[src/rtl/oled_pkg.sv]
// Shared types and constants for the OLED SPI command/data path.
// Latency: n/a (declarations only).
// Backpressure: n/a (declarations only).
package oled_pkg;

  // Transmitter FSM states.
  typedef enum logic [1:0] {
    ST_IDLE   = 2'd0,
    ST_LOAD   = 2'd1,
    ST_SHIFT  = 2'd2,
    ST_FINISH = 2'd3
  } oled_state_t;

  // Default SCLK half-period in core clock cycles.
  localparam int OLED_SCLK_DIV = 8;

  // Number of command bytes in the panel power-up sequence.
  localparam int OLED_INIT_LEN = 47;

endpackage : oled_pkg

[src/rtl/oled_sclk_div.sv]
// SCLK edge strobe generator: one-cycle rise/fall strobes every CLK_DIV cycles while enabled.
// Latency: first rise strobe in the CLK_DIV-th enabled cycle; strobes are combinational from state.
// Backpressure: none; dropping en clears counter and phase in the following cycle.
module oled_sclk_div #(
  parameter int CLK_DIV = 8
) (
  input  logic clk,
  input  logic rst_n,
  input  logic en,
  output logic rise_stb,
  output logic fall_stb
);

  localparam int HW = $clog2(CLK_DIV + 1);

  logic [HW-1:0] cnt_q, cnt_d;
  logic          phase_q, phase_d;
  logic          wrap;

  // A half-period ends on the last count of the current phase.
  assign wrap     = en && (cnt_q == HW'(CLK_DIV - 1));
  assign rise_stb = wrap && !phase_q;
  assign fall_stb = wrap && phase_q;

  // Next-state: restart from a low phase whenever disabled, flip phase at every edge.
  always_comb begin
    cnt_d   = cnt_q;
    phase_d = phase_q;
    if (!en) begin
      cnt_d   = '0;
      phase_d = 1'b0;
    end else if (wrap) begin
      cnt_d   = '0;
      phase_d = ~phase_q;
    end else begin
      cnt_d = cnt_q + 1'b1;
    end
  end

  // Counter and phase registers with synchronous reset.
  always_ff @(posedge clk) begin
    if (!rst_n) begin
      cnt_q   <= '0;
      phase_q <= 1'b0;
    end else begin
      cnt_q   <= cnt_d;
      phase_q <= phase_d;
    end
  end

endmodule : oled_sclk_div

[src/rtl/oled_spi_tx.sv]
// SPI mode-0 burst transmitter for an OLED controller, driving D/C for the whole burst.
// Latency: 1 load + 2*CLK_DIV*DATA_WIDTH shift cycles per word, plus one FINISH cycle per burst.
// Backpressure: none; the source must present a valid word every cycle, start is ignored while busy.
module oled_spi_tx
  import oled_pkg::*;
#(
  parameter int CLK_DIV    = OLED_SCLK_DIV,
  parameter int DATA_WIDTH = 8
) (
  input  logic                  clk,
  input  logic                  rst_n,
  input  logic                  start,
  input  logic                  dc_sel,
  input  logic [DATA_WIDTH-1:0] src_data,
  input  logic                  src_last,
  output logic                  src_rd_en,
  output logic                  spi_sclk,
  output logic                  spi_mosi,
  output logic                  spi_cs_n,
  output logic                  spi_dc,
  output logic                  busy,
  output logic                  done
);

  localparam int BW = $clog2(DATA_WIDTH + 1);

  oled_state_t           state_q, state_d;
  logic [DATA_WIDTH-1:0] shreg_q, shreg_d;
  logic                  last_q, last_d;
  logic [BW-1:0]         bit_q, bit_d;
  logic                  sclk_q, sclk_d;
  logic                  mosi_q, mosi_d;
  logic                  cs_n_q, cs_n_d;
  logic                  dc_q, dc_d;
  logic                  rd_en_q, rd_en_d;
  logic                  busy_q, busy_d;
  logic                  done_q, done_d;

  logic                  shift_en;
  logic                  rise_stb;
  logic                  fall_stb;

  assign shift_en = (state_q == ST_SHIFT);

  oled_sclk_div #(
    .CLK_DIV (CLK_DIV)
  ) u_sclk_div (
    .clk      (clk),
    .rst_n    (rst_n),
    .en       (shift_en),
    .rise_stb (rise_stb),
    .fall_stb (fall_stb)
  );

  // Next-state and next-output logic; every output is registered so pins are glitch-free.
  always_comb begin
    state_d = state_q;
    shreg_d = shreg_q;
    last_d  = last_q;
    bit_d   = bit_q;
    sclk_d  = sclk_q;
    mosi_d  = mosi_q;
    cs_n_d  = cs_n_q;
    dc_d    = dc_q;
    rd_en_d = 1'b0;
    done_d  = 1'b0;
    unique case (state_q)
      ST_IDLE: begin
        if (start) begin
          state_d = ST_LOAD;
          dc_d    = dc_sel;
          cs_n_d  = 1'b0;
          rd_en_d = 1'b1;  // high during LOAD so the source advances as the word is taken
        end
      end
      ST_LOAD: begin
        shreg_d = src_data;
        last_d  = src_last;
        mosi_d  = src_data[DATA_WIDTH-1];
        bit_d   = '0;
        sclk_d  = 1'b0;
        state_d = ST_SHIFT;
      end
      ST_SHIFT: begin
        if (rise_stb) begin
          sclk_d = 1'b1;
        end
        if (fall_stb) begin
          sclk_d  = 1'b0;
          shreg_d = shreg_q << 1;
          mosi_d  = shreg_d[DATA_WIDTH-1];
          if (bit_q == BW'(DATA_WIDTH - 1)) begin
            bit_d = '0;
            if (last_q) begin
              state_d = ST_FINISH;
              cs_n_d  = 1'b1;
              mosi_d  = 1'b0;
              done_d  = 1'b1;
            end else begin
              // Back-to-back word: chip select stays asserted through LOAD.
              state_d = ST_LOAD;
              rd_en_d = 1'b1;
            end
          end else begin
            bit_d = bit_q + 1'b1;
          end
        end
      end
      ST_FINISH: begin
        sclk_d  = 1'b0;
        cs_n_d  = 1'b1;
        state_d = ST_IDLE;
      end
      default: begin
        state_d = ST_IDLE;
      end
    endcase
    busy_d = (state_d != ST_IDLE);
  end

  // State and output registers with synchronous active-low reset.
  always_ff @(posedge clk) begin
    if (!rst_n) begin
      state_q <= ST_IDLE;
      shreg_q <= '0;
      last_q  <= 1'b0;
      bit_q   <= '0;
      sclk_q  <= 1'b0;
      mosi_q  <= 1'b0;
      cs_n_q  <= 1'b1;
      dc_q    <= 1'b0;
      rd_en_q <= 1'b0;
      busy_q  <= 1'b0;
      done_q  <= 1'b0;
    end else begin
      state_q <= state_d;
      shreg_q <= shreg_d;
      last_q  <= last_d;
      bit_q   <= bit_d;
      sclk_q  <= sclk_d;
      mosi_q  <= mosi_d;
      cs_n_q  <= cs_n_d;
      dc_q    <= dc_d;
      rd_en_q <= rd_en_d;
      busy_q  <= busy_d;
      done_q  <= done_d;
    end
  end

  assign src_rd_en = rd_en_q;
  assign spi_sclk  = sclk_q;
  assign spi_mosi  = mosi_q;
  assign spi_cs_n  = cs_n_q;
  assign spi_dc    = dc_q;
  assign busy      = busy_q;
  assign done      = done_q;

endmodule : oled_spi_tx

[config.mk]
export PLATFORM = sky130hd
export DESIGN_NAME = oled_spi_tx
export DESIGN_NICKNAME = d
export VERILOG_FILES = /design/src/rtl/oled_pkg.sv /design/src/rtl/oled_sclk_div.sv /design/src/rtl/oled_spi_tx.sv
export SDC_FILE = /design/constraint.sdc
export NUM_CORES = 1
export LEC_CHECK = 0
export ABC_AREA = 1
export CAP_MARGIN = 40
export CORE_UTILIZATION = 55
export CTS_CLUSTER_DIAMETER = 60
export DETAILED_ROUTE_END_ITERATION = 8
export PLACE_DENSITY = 0.82
export RECOVER_POWER = 100
export SLEW_MARGIN = 20
export SYNTH_ARGS = -nofsm -noshare
export SYNTH_HDL_FRONTEND = slang
export SYNTH_SLANG_ARGS = --single-unit
export TNS_END_PERCENT = 5
[constraint.sdc]
create_clock -name clk -period 3 [get_ports clk]
set_input_delay 0.9 -clock clk [delete_from_list [all_inputs] [get_ports clk]]
set_output_delay 0.9 -clock clk [all_outputs]
set_load 0.01 [all_outputs]
==> flow_summary.html <==
<table>
<tr><th>Metric</th><th>Value</th></tr>
<tr><th colspan="2">Synthesis</th></tr>
<tr><td>Post-synthesis mux area share</td><td>0</td></tr>
<tr><td>Gate count after technology mapping</td><td>166</td></tr>
<tr><td>Yosys cell types</td><td>24</td></tr>
<tr><td>Total standard cell area after synthesis</td><td>1170 um^2</td></tr>
<tr><td>Simple-gate share of the synthesized area</td><td>0.341</td></tr>
<tr><td>Count of synthesis-stage warnings from yosys</td><td>0</td></tr>
<tr><td>Dominant combinational cell family by area after synthesis</td><td>simple AND/OR/NAND/NOR gates</td></tr>
<tr><td>Net count after synthesis</td><td>181</td></tr>
<tr><td>Fraction of the mapped netlist area in compound gates</td><td>0.102</td></tr>
<tr><td>Post-synthesis share of cell area spent on xor and xnor gates</td><td>0.00746</td></tr>
<tr><td>Average cell area after synthesis</td><td>7.07 um^2</td></tr>
<tr><td>Register area share after synthesis</td><td>0.443</td></tr>
<tr><td>Post-Synth Adder-Cell Area</td><td>0.0213</td></tr>
<tr><td>Number of synthesized register bits</td><td>26</td></tr>
<tr><th colspan="2">Floorplan</th></tr>
<tr><td>Die X-Extent</td><td>48.2 um</td></tr>
<tr><td>Die Span Y</td><td>48.2 um</td></tr>
<tr><td>Initial standard-cell utilization of the core</td><td>0.592</td></tr>
<tr><td>Number of top-level pins</td><td>20</td></tr>
<tr><td>Die area</td><td>2320 um^2</td></tr>
<tr><td>Area inside the core boundary</td><td>1980 um^2</td></tr>
<tr><td>Number of rows in the core area</td><td>16</td></tr>
<tr><th colspan="2">Power</th></tr>
<tr><td>Sequential Power Share</td><td>0.569</td></tr>
<tr><td>Power per standard cell area</td><td>501 nW/um^2</td></tr>
<tr><td>Cell internal pwr</td><td>487 uW</td></tr>
<tr><td>Part of the power in combinational logic</td><td>0.227</td></tr>
<tr><td>NetSw</td><td>205 uW</td></tr>
<tr><td>Relative contribution of the clock network to total power</td><td>0.203</td></tr>
<tr><td>Max IR drop VDD</td><td>313 uV</td></tr>
<tr><td>Switching Fraction</td><td>0.297</td></tr>
<tr><td>Total power after layout</td><td>692 uW</td></tr>
<tr><td>Leak</td><td>0.644 nW</td></tr>
<tr><th colspan="2">Job</th></tr>
<tr><td>Number of max-cap violations</td><td>0</td></tr>
<tr><th colspan="2">Clocking</th></tr>
<tr><td>Clk sink count</td><td>26</td></tr>
<tr><td>Latest clock arrival within the worst-skew pair</td><td>310 ps</td></tr>
<tr><td>H-tree lvl count</td><td>1</td></tr>
<tr><td>Number of gates resized after cts</td><td>0</td></tr>
<tr><td>TritonCTS buffer count</td><td>3</td></tr>
<tr><td>Number of buffers added for setup after CTS</td><td>0</td></tr>
<tr><td>Worst-case clock buffer depth</td><td>2</td></tr>
<tr><td>Reg clk slew, reported paths</td><td>130 ps</td></tr>
<tr><td>Total of hold buffers inserted after clock tree synthesis</td><td>0</td></tr>
<tr><td>TritonCTS clock tree</td><td>built</td></tr>
<tr><td>Clock root buffer master</td><td>sky130_fd_sc_hd__clkbuf_4</td></tr>
<tr><th colspan="2">Critical path</th></tr>
<tr><td>Required time at the endpoint of the critical path</td><td>2100 ps</td></tr>
<tr><td>Critical-path top delay cell</td><td>sky130_fd_sc_hd__dlygate4sd3_1</td></tr>
<tr><td>Buffering stage count on the worst path with inverters included</td><td>1</td></tr>
<tr><td>Maximum fanout encountered on the critical timing path</td><td>2</td></tr>
<tr><td>Cells along the critical path</td><td>dlygate4sd3_1</td></tr>
<tr><td>Sort of element at the start of the critical path</td><td>register</td></tr>
<tr><td>Cell family with most CP delay</td><td>buffers and inverters</td></tr>
<tr><td>Data arrival time of the critical path</td><td>1270 ps</td></tr>
<tr><td>Slowest Stage Delay on Critical Path</td><td>610 ps</td></tr>
<tr><td>Kind of critical path</td><td>register to output port</td></tr>
<tr><td>Kind of end point of the critical path</td><td>output port</td></tr>
<tr><th colspan="2">STA</th></tr>
<tr><td>Tcrit/Tclk final</td><td>0.724</td></tr>
<tr><td>Slew at the pin closest to its max-slew limit</td><td>612 ps</td></tr>
<tr><td>Unrepaired setup endpoints after global routing</td><td>false</td></tr>
<tr><td>Final Hold Viols</td><td>0</td></tr>
<tr><td>Final-layout setup total negative slack</td><td>0 ps</td></tr>
<tr><td>Total setup violations reported at the end of the flow</td><td>0</td></tr>
<tr><td>Top achievable clock speed</td><td>460 MHz</td></tr>
<tr><td>Slew margin rel.</td><td>0.592</td></tr>
<tr><td>Worst-case clock skew</td><td>7.03 ps</td></tr>
<tr><td>Setup WS post-layout</td><td>828 ps</td></tr>
<tr><td>Clock period minus final worst setup slack</td><td>2170 ps</td></tr>
<tr><td>Number of max-slew violations in the final report</td><td>0</td></tr>
<tr><th colspan="2">Drt</th></tr>
<tr><td>DRT Pass-1 Iters</td><td>4</td></tr>
<tr><td>Per-cell via count in the routed design</td><td>5.04</td></tr>
<tr><td>DR iter-0 viols</td><td>16</td></tr>
<tr><td>Number of nets still failing antenna checks after routing</td><td>0</td></tr>
<tr><td>Number of design rule violations left after detail routing</td><td>0</td></tr>
<tr><td>Total wire length</td><td>2330 um</td></tr>
<tr><td>Total via count after detailed routing</td><td>1073</td></tr>
<tr><td>Routed WL per cell</td><td>10.9 um</td></tr>
<tr><th colspan="2">Layout</th></tr>
<tr><td>Area added between synthesis and finish</td><td>17.8%</td></tr>
<tr><td>Core utilization of the finished layout</td><td>0.698</td></tr>
<tr><td>Fraction of final layout cells with drive strength greater than 1</td><td>0.0323</td></tr>
<tr><td>Number of diodes</td><td>0</td></tr>
<tr><td>Highest-count cells in the layout ignoring fill and taps</td><td>sky130_fd_sc_hd__nand2_1, sky130_fd_sc_hd__nor2_1, sky130_fd_sc_hd__dfxtp_1, sky130_fd_sc_hd__inv_1, sky130_fd_sc_hd__nand3_1</td></tr>
<tr><td>Total number of nets in the final design</td><td>203</td></tr>
<tr><td>Final std cells w/o fill</td><td>213</td></tr>
<tr><td>Commonest non-fill, non-tap cell in the layout</td><td>sky130_fd_sc_hd__nand2_1</td></tr>
<tr><th colspan="2">Global route</th></tr>
<tr><td>Via count of the first global-routing pass</td><td>958</td></tr>
<tr><td>Wire length of the first global-routing pass</td><td>3620 um</td></tr>
<tr><td>Gr ovfl total</td><td>0</td></tr>
<tr><td>Maximum number of pins on one net before global-route repair</td><td>16</td></tr>
<tr><td>Initial antenna violation count</td><td>0</td></tr>
<tr><td>All-layer global routing usage</td><td>0.224</td></tr>
<tr><th colspan="2">Place</th></tr>
<tr><td>Placement Setup Slack</td><td>981 ps</td></tr>
<tr><td>HPWL after detailed placement</td><td>1790 um</td></tr>
<tr><td>Post-Place Cells</td><td>210</td></tr>
<tr><td>Number of buffers inserted by port buffering</td><td>19</td></tr>
<tr><td>Gp weighted congestion</td><td>0.866</td></tr>
<tr><th colspan="2">Run status</th></tr>
<tr><td>Outcome</td><td>completed</td></tr>
<tr><th colspan="2">Hold path</th></tr>
<tr><td>Path class of the lowest-slack min-delay path</td><td>register to register</td></tr>
</table>
[metrics by stage]
stage / hold WS, ps / cell area (um^2)
after floorplan: 418 / 1170
after detailed placement: 441 / 1380
after CTS: 464 / 1400
after global placement: 425 / 1380
after global routing: 494 / 1380
final: 459 / 1380
[flip-flops by register name, indices dropped and copies added (netlist names)]
name                count
shreg_q                 7
spi_dc                  1
last_q                  1
spi_sclk                1
busy                    1
spi_cs_n                1
done                    1
bit_q                   4
src_rd_en               1
state_q                 2
u_sclk_div.phase_q      1
spi_mosi                1
u_sclk_div.cnt_q        4
[power by group through the flow]
stage	Sequential [mW]	Clock, mW	Combinational [mW]
after CTS	0.395	0.145	0.166
after detailed placement	0.403	0	0.165
after global routing	0.398	0.155	0.179
after global placement	0.400	0	0.161
after floorplan	0.404	0	0.105
final	0.394	0.141	0.157
[layer usage]
metal,part of all wire,global-route usage,vias to the layer above
met5,0,0,-
met4,0.019,0.139,0
met3,0.049,0.0333,4
met2,0.50,0.384,28
met1,0.43,0.261,468
li1,-,-,573
[area by class of cell]
class                   instances  area (um^2)
clock buffers                   3         22.5
fillers                       163          599
inverters                      20         75.1
multi-input cells             117          537
flip-flops and latches         26          520
well taps                      27         33.8
repair buffers                 20          194
[logic make-up (layout without fill, tap and decap cells)]
logic type	after synthesis	in the layout
simple gates	91	91
flops	26	26
compound gates	23	23
buf+inv	23	43
fa+ha+maj	2	2
xor+xnor	1	1
[final timing paths]
| check | start | to | slack [ps] | cells past startpoint |
|---|---|---|---|---|
| setup / recovery | spi_mosi$_SDFFE_PN0P_ | spi_mosi | 830 | 1 |
| hold / removal | u_sclk_div.cnt_q[0]$_SDFF_PP0_ | u_sclk_div.cnt_q[0]$_SDFF_PP0_ | 460 | 1 |
| setup reg to reg | u_sclk_div.cnt_q[0]$_SDFF_PP0_ | shreg_q[1]$_SDFFE_PN0P_ | 880 | 8 |
| hold reg to reg | u_sclk_div.cnt_q[0]$_SDFF_PP0_ | u_sclk_div.cnt_q[0]$_SDFF_PP0_ | 460 | 1 |
[synthesized netlist by cell type (all sizes together)]
cell type / instances / area, um^2
ha: 2 / 25.0
buf: 3 / 23.8
nor3b: 1 / 7.51
nor2: 31 / 126
xor2: 1 / 8.76
a21boi: 1 / 7.51
a21oi: 8 / 40.0
dfxtp: 26 / 521
nor4: 1 / 6.26
inv: 20 / 75.1
nand4: 2 / 12.5
o21ai: 13 / 65.1
nand2: 40 / 155
o31ai: 1 / 7.51
nand3: 14 / 82.6
nor3: 2 / 10.0
(Power assumes the default switching activity.)
